<file path="config.mk">
export PLATFORM = sky130hd
export DESIGN_NAME = regfile_wb_arbiter
export DESIGN_NICKNAME = d
export VERILOG_FILES = /design/src/rtl/regfile_wb_arbiter.sv
export SDC_FILE = /design/constraint.sdc
export NUM_CORES = 1
export LEC_CHECK = 0
export CAP_MARGIN = 30
export CORE_UTILIZATION = 40
export DETAILED_ROUTE_END_ITERATION = 12
export PLACE_DENSITY = 0.73
export SLEW_MARGIN = 10
export SYNTH_ARGS = -nofsm -noshare
export SYNTH_HDL_FRONTEND = slang
export SYNTH_SLANG_ARGS = --single-unit
</file>
<file path="constraint.sdc">
create_clock -name clk -period 8.6 [get_ports clk]
set_clock_uncertainty 0.1 [all_clocks]
set_input_delay 2.58 -clock clk [delete_from_list [all_inputs] [get_ports clk]]
set_output_delay 2.58 -clock clk [all_outputs]
set_load 0.02 [all_outputs]
</file>
<file path="src/rtl/regfile_wb_arbiter.sv">
// Writeback arbiter and hazard scoreboard for the 32 x 32-bit register file.
// Two writeback requesters (0 = ALU, 1 = load unit) share the file's single
// write port under round-robin arbitration. The selected write is registered
// onto the port one cycle after acceptance. A busy vector tracks in-flight
// destinations so the issue stage can stall on RAW and WAW hazards.
module regfile_wb_arbiter #(
  parameter int XLEN = 32,
  parameter int AW   = 5
) (
  input  logic            clk,
  input  logic            rst,

  input  logic            wb_valid0,
  input  logic [AW-1:0]   wb_rd0,
  input  logic [XLEN-1:0] wb_data0,
  output logic            wb_ready0,

  input  logic            wb_valid1,
  input  logic [AW-1:0]   wb_rd1,
  input  logic [XLEN-1:0] wb_data1,
  output logic            wb_ready1,

  input  logic            issue_valid,
  input  logic [AW-1:0]   issue_rd,
  input  logic [AW-1:0]   issue_rs1,
  input  logic [AW-1:0]   issue_rs2,
  output logic            issue_ready,

  output logic [(1<<AW)-1:0] busy,

  output logic            write_enable,
  output logic [AW-1:0]   RD,
  output logic [XLEN-1:0] Write_data
);

  localparam int NREG = 1 << AW;

  // Requester that won the most recent contest; 1 after reset so the ALU
  // wins the first contest.
  logic last_grant;
  logic grant0;
  logic grant1;

  logic hz_rs1;
  logic hz_rs2;
  logic hz_rd;
  logic issue_fire;

  logic [NREG-1:0] busy_next;

  // Round-robin grant: a lone requester always wins; on a tie the requester
  // that did not win last time is granted.
  always_comb begin
    grant0 = 1'b0;
    grant1 = 1'b0;
    if (wb_valid0 && wb_valid1) begin
      grant0 = last_grant;
      grant1 = ~last_grant;
    end else begin
      grant0 = wb_valid0;
      grant1 = wb_valid1;
    end
  end

  assign wb_ready0 = grant0;
  assign wb_ready1 = grant1;

  // Remember the winner; with no request the previous winner is kept.
  always_ff @(posedge clk or posedge rst) begin
    if (rst) begin
      last_grant <= 1'b1;
    end else if (grant0) begin
      last_grant <= 1'b0;
    end else if (grant1) begin
      last_grant <= 1'b1;
    end
  end

  // Output stage: capture the accepted write. A write to x0 still consumes
  // the grant and updates RD/Write_data, but never enables the file write.
  always_ff @(posedge clk or posedge rst) begin
    if (rst) begin
      write_enable <= 1'b0;
      RD           <= '0;
      Write_data   <= '0;
    end else if (grant0) begin
      write_enable <= (wb_rd0 != '0);
      RD           <= wb_rd0;
      Write_data   <= wb_data0;
    end else if (grant1) begin
      write_enable <= (wb_rd1 != '0);
      RD           <= wb_rd1;
      Write_data   <= wb_data1;
    end else begin
      write_enable <= 1'b0;
    end
  end

  // Hazard check against the current busy vector; x0 never stalls.
  always_comb begin
    hz_rs1      = (issue_rs1 != '0) && busy[issue_rs1];
    hz_rs2      = (issue_rs2 != '0) && busy[issue_rs2];
    hz_rd       = (issue_rd  != '0) && busy[issue_rd];
    issue_ready = ~(hz_rs1 | hz_rs2 | hz_rd);
    issue_fire  = issue_valid && issue_ready && (issue_rd != '0);
  end

  // Scoreboard next state: commit clears first so a same-edge issue to the
  // same register leaves it busy.
  always_comb begin
    busy_next = busy;
    if (write_enable) begin
      busy_next[RD] = 1'b0;
    end
    if (issue_fire) begin
      busy_next[issue_rd] = 1'b1;
    end
    busy_next[0] = 1'b0;
  end

  // Scoreboard register.
  always_ff @(posedge clk or posedge rst) begin
    if (rst) begin
      busy <= '0;
    end else begin
      busy <= busy_next;
    end
  end

endmodule

</file>
# --- Word level (Yosys, flattened, before mapping) ---
# Cells that the tools add are included.
word_totals:
  reg_bits: 70
  wordCells: 54
op_classes:
  n_lt_le_gt_ge: 6
  muxes: 22
  bitwise: 7
  reduce_logical: 14
op_table:
  columns: ["cell", "n"]
  rows:
  - ["32-bit two-way mux", 4]
  - ["32-bit AND", 1]
  - ["32-bit NOT", 1]
  - ["32-bit bitwise OR", 1]
  - ["5-bit nonzero test", 5]
  - ["5-bit by 6-bit less-than comparator with 1-bit output, second input constant", 4]
  - ["1-bit binary-select mux with 5-bit select", 3]
  - ["1-bit two-way mux", 11]
  - ["1-bit demux with 5-bit select", 2]
  - ["5-bit by 1-bit >= comparator with 1-bit output, second input constant", 2]
  - ["5-bit two-way mux", 2]
  - ["1-bit logical AND", 8]
  - ["1-bit NOT", 2]
  - ["1-bit bitwise OR", 2]
  - ["2-bit nonzero test", 1]

# --- Depth between registers and ports, before layout ---
logic_depth:
  depth_word: 9
  mapped_depth: 9
  ltp_nobuf: 6

# --- Worst setup path after synthesis ---
# No wires, ideal clock.
synth_path:
  path_type: "input to output"
  from: "input issue_rs2[1]"
  to: "output issue_ready"
  arrival_time_ns: 4.492
  slack_ns: 1.428
  path_stages: 8
  cell_sequence: "clkbuf_1 mux4_2 nor4b_1 or3_1 a2111oi_4 nand4_4 buf_6 nor2_1"
synth_via:
  elab_chain_cells: 6
  elab_cells_between_ends: 7
  classes_between: "2 x mux; 3 x bitwise; 2 x reduce/logical"
synth_lines:
  columns: ["element", "line_no", "rtl"]
  rows:
  - ["from (decl)", "26", "input logic [AW-1:0] issue_rs2,"]
  - ["1-bit binary-select mux with 5-bit select", "102", "hz_rs2 = (issue_rs2 != '0) && busy[issue_rs2];"]
  - ["1-bit two-way mux (implied by the code)", "102", null]
  - ["1-bit logical AND (*)", "102", null]
  - ["1-bit bitwise OR (*) (2 in series)", "104", "issue_ready = ~(hz_rs1 | hz_rs2 | hz_rd);"]
  - ["1-bit NOT (*)", "104", null]
  - ["to (decl)", "27", "output logic issue_ready,"]
# Mark *: on every way between the ends. The rest lies on a longest branch, timed or not. The select of a mux whose other input is x is not followed.

# --- Worst setup path after layout ---
layout_path:
  from: "input issue_rs2[0]"
  to: "output issue_ready"
# The elaborated chain is that of the path after synthesis.

==> impl_metrics.json <==
{
  "required_ps": 5920,
  "track_usage": 0.256,
  "clkTransAtPathRegs_ps": 50,
  "grt_pass1_wl_um": 23100,
  "io_pins": 167,
  "slowest_stage": "clkdlybuf4s50_1",
  "dp_slack_ps": 484,
  "path_class": "in2out",
  "yosys_warnings": 0,
  "design_area_um2": 6670,
  "drcViolationCount": 0,
  "synth_ff_type": "dfrtp_1",
  "start_util": 0.409,
  "finalSetupViolCount": 0,
  "whs_ps": 409,
  "cts-resized-gates": 0,
  "layout.nets": 690,
  "cp.buffers_inverters": 3,
  "htree_levels": 3,
  "startpoint_type": "primary input",
  "hpwl_um": 10900,
  "syn_area_per_cell_um2": 10.4,
  "status": "completed",
  "min_path_type": "reg2reg",
  "syn_area_um2": 4650,
  "rows": 39,
  "crit_chain": "clkdlybuf4s50_1, buf_4, mux4_2, nand4b_1, o31ai_1, a2111oi_4, nand4_4, nor2_1, clkdlybuf4s50_1",
  "place_area_um2": 6350,
  "maxSlewHeadroom": 0.488,
  "postCtsSetupBuffers": 0,
  "worstSkewPairLatency_ps": 330,
  "grt_max_degree": 71,
  "area_growth_pct": 43.4,
  "drtIter0Drc": 306,
  "leakage_nw": 2.61,
  "viasPerCell": 6.00,
  "cts_root_buf": "clkbuf_16",
  "synth-seq-cells": 70,
  "fin_tns_setup_ps": 0,
  "syn_inst": 449,
  "worst_slack_ps": 442,
  "clock_path_buffers": 2,
  "antenna_left": 0,
  "synth_nets": 543,
  "cts_tree": "built",
  "ir_drop_uv": 167,
  "rrSetupSlack_ps": 5980,
  "die_h_um": 110,
  "dieArea_um2": 12100,
  "fmax_mhz": 123,
  "crit_path_frequent_cell": "clkdlybuf4s50_1",
  "numCtsBuffers": 9,
  "dp.cells": 727,
  "maxSlewViolCount": 0,
  "fin_crit_ps": 8160,
  "rsz0062_at_grt": "false",
  "max_slew.worst_pin.slew_ps": 760,
  "critPathMaxStageDelay_ps": 670,
  "vias": 4465,
  "routed_wirelength_um": 15100,
  "cap_violations": 0,
  "crit_family": "buffers and inverters",
  "instances_no_fill": 744,
  "wl_per_cell_um": 20.3,
  "synth_cell_type_count": 48,
  "firstDrtPassIters": 5,
  "cts_sinks": 70,
  "ys_seq_area_frac": 0.377,
  "grt.overflow.total": 0,
  "crit_arrival_ps": 5480,
  "antenna_found_initial": 0,
  "synth_edf_count": 0,
  "ctsHoldBuffers": 0,
  "fin_crit_sh": 0.949,
  "layout-drive-gt1-share": 0.195,
  "first_global_vias": 4376,
  "core_area_um2": 11400,
  "hold_violations": 0,
  "diodes": 0,
  "portBuffers": 165,
  "critPathMaxFanout": 10,
  "routabilityCongestion": 0.962,
  "dieWidth_um": 110,
  "critPathCaptureType": "output pin",
  "async_flop_share": 1.00,
  "power_density_nw_per_um2": 263
}
==> sequential cells by signal, summed over array words and instances, names as in the netlist <==
signal	cells
write_enable	1
RD	5
Write_data	32
busy	31
last_grant	1
==> routing by layer <==
layer	vias up	routed length (µm)	global-route usage
met2	253	7230	0.423
met1	2177	5980	0.312
met3	34	1510	0.0711
met5	-	0	0
li1	2001	-	-
met4	0	390	0.110
==> cell usage after synthesis, drive strengths merged (2+ instances only) <==
cell / number / share of area
o31ai: 32 / 0.083
nor2b: 3 / 0.0040
inv: 4 / 0.0032
and3: 2 / 0.0027
nand3b: 7 / 0.011
nor4b: 2 / 0.0038
nor3: 5 / 0.0054
o22ai: 7 / 0.0094
and3b: 3 / 0.0057
or3: 2 / 0.0027
a2111oi: 2 / 0.012
o21ai: 33 / 0.036
nand2: 77 / 0.062
nor4: 2 / 0.0027
mux2i: 51 / 0.11
mux4: 11 / 0.053
buf: 18 / 0.024
o221a: 34 / 0.082
nand3: 4 / 0.0043
or4: 2 / 0.0032
and2: 2 / 0.0027
or3b: 2 / 0.0038
nor3b: 3 / 0.0048
clkbuf: 23 / 0.019
a21oi: 4 / 0.0043
nor2: 16 / 0.013
mux2: 9 / 0.022
nand2b: 5 / 0.0067
dfrtp: 69 / 0.37
==> tightest hold or removal path, stage by stage (launching register included) <==
cell,delay [ps]
dfrtp_1,340
nor3_1,50
nor2_1,90
==> worst paths after layout <==
kind | start | endpoint | depth (start not counted)
setup / recovery | issue_rs2[0] | issue_ready | 9
hold / removal | Write_data[5] | Write_data[5] | 2
setup reg to reg | busy[16] | busy[30] | 7
hold reg to reg | Write_data[5] | Write_data[5] | 2
max in group asynchronous | rst | last_grant | 4
min in group asynchronous | rst | Write_data[0] | 3
==> final cells by class <==
type                            instances  area, µm²
Inverter                                5       18.8
Clock inverter                          4       47.5
Multi-Input combinational cell        333       2680
Tap cell                              143        179
Sequential cell                        70       1750
Clock buffer                           12        236
Fill cell                             983       4700
Timing Repair Buffer                  177       1750
==> through the flow <==
step | utilization | power (W)
final | 0.586 | 0.00175
after global routing | 0.586 | 0.00184
after CTS | 0.584 | 0.00176
after detailed placement | 0.559 | 0.00139
after global placement | 0.558 | 0.00137
after floorplan | - | 0.00102
==> logic make-up after synthesis <==
logic type | after synthesis | share of synthesized area
buffers and inverters | 46 | 0.0471
AOI/OAI and AO/OA | 122 | 0.245
and+or+nand+nor | 139 | 0.145
DFF | 70 | 0.377
other | 1 | 0.000807
muxes | 71 | 0.185
==> layout by cell type, fill, tap and decap left out, types with 2 or more instances in the layout <==
cell / netlist / final
a2111oi_4: 2 / 2
a21oi_1: 4 / 4
and2_1: 2 / 2
and3_1: 2 / 2
and3b_1: 3 / 3
buf_2: 7 / 2
buf_4: 2 / 10
clkbuf_1: 23 / 3
clkbuf_16: 0 / 9
clkdlybuf4s50_1: 0 / 164
clkinv_2: 0 / 2
dfrtp_1: 69 / 69
inv_1: 4 / 3
mux2_2: 9 / 9
mux2i_1: 51 / 51
mux4_2: 11 / 11
nand2_1: 77 / 77
nand2b_1: 5 / 5
nand3_1: 4 / 4
nand3b_1: 7 / 7
nor2_1: 16 / 16
nor2b_1: 3 / 3
nor3_1: 5 / 5
nor3b_1: 3 / 3
nor4_1: 2 / 2
nor4b_1: 2 / 2
o21ai_0: 33 / 33
o221a_2: 34 / 34
o22ai_1: 7 / 7
o31ai_1: 3 / 3
o31ai_2: 29 / 29
or3_1: 2 / 2
or3b_2: 2 / 2
or4_1: 2 / 2
==> power by group <==
| part | internal (W) | switching, W | leakage [nW] |
|---|---|---|---|
| combinational | 0.000406 | 0.000409 | 1.65 |
| sequential | 0.000429 | 0.000149 | 0.817 |
| clock | 0.000224 | 0.000137 | 0.137 |
| total | 0.00106 | 0.000695 | 2.61 |
(Power assumes the default switching activity.)
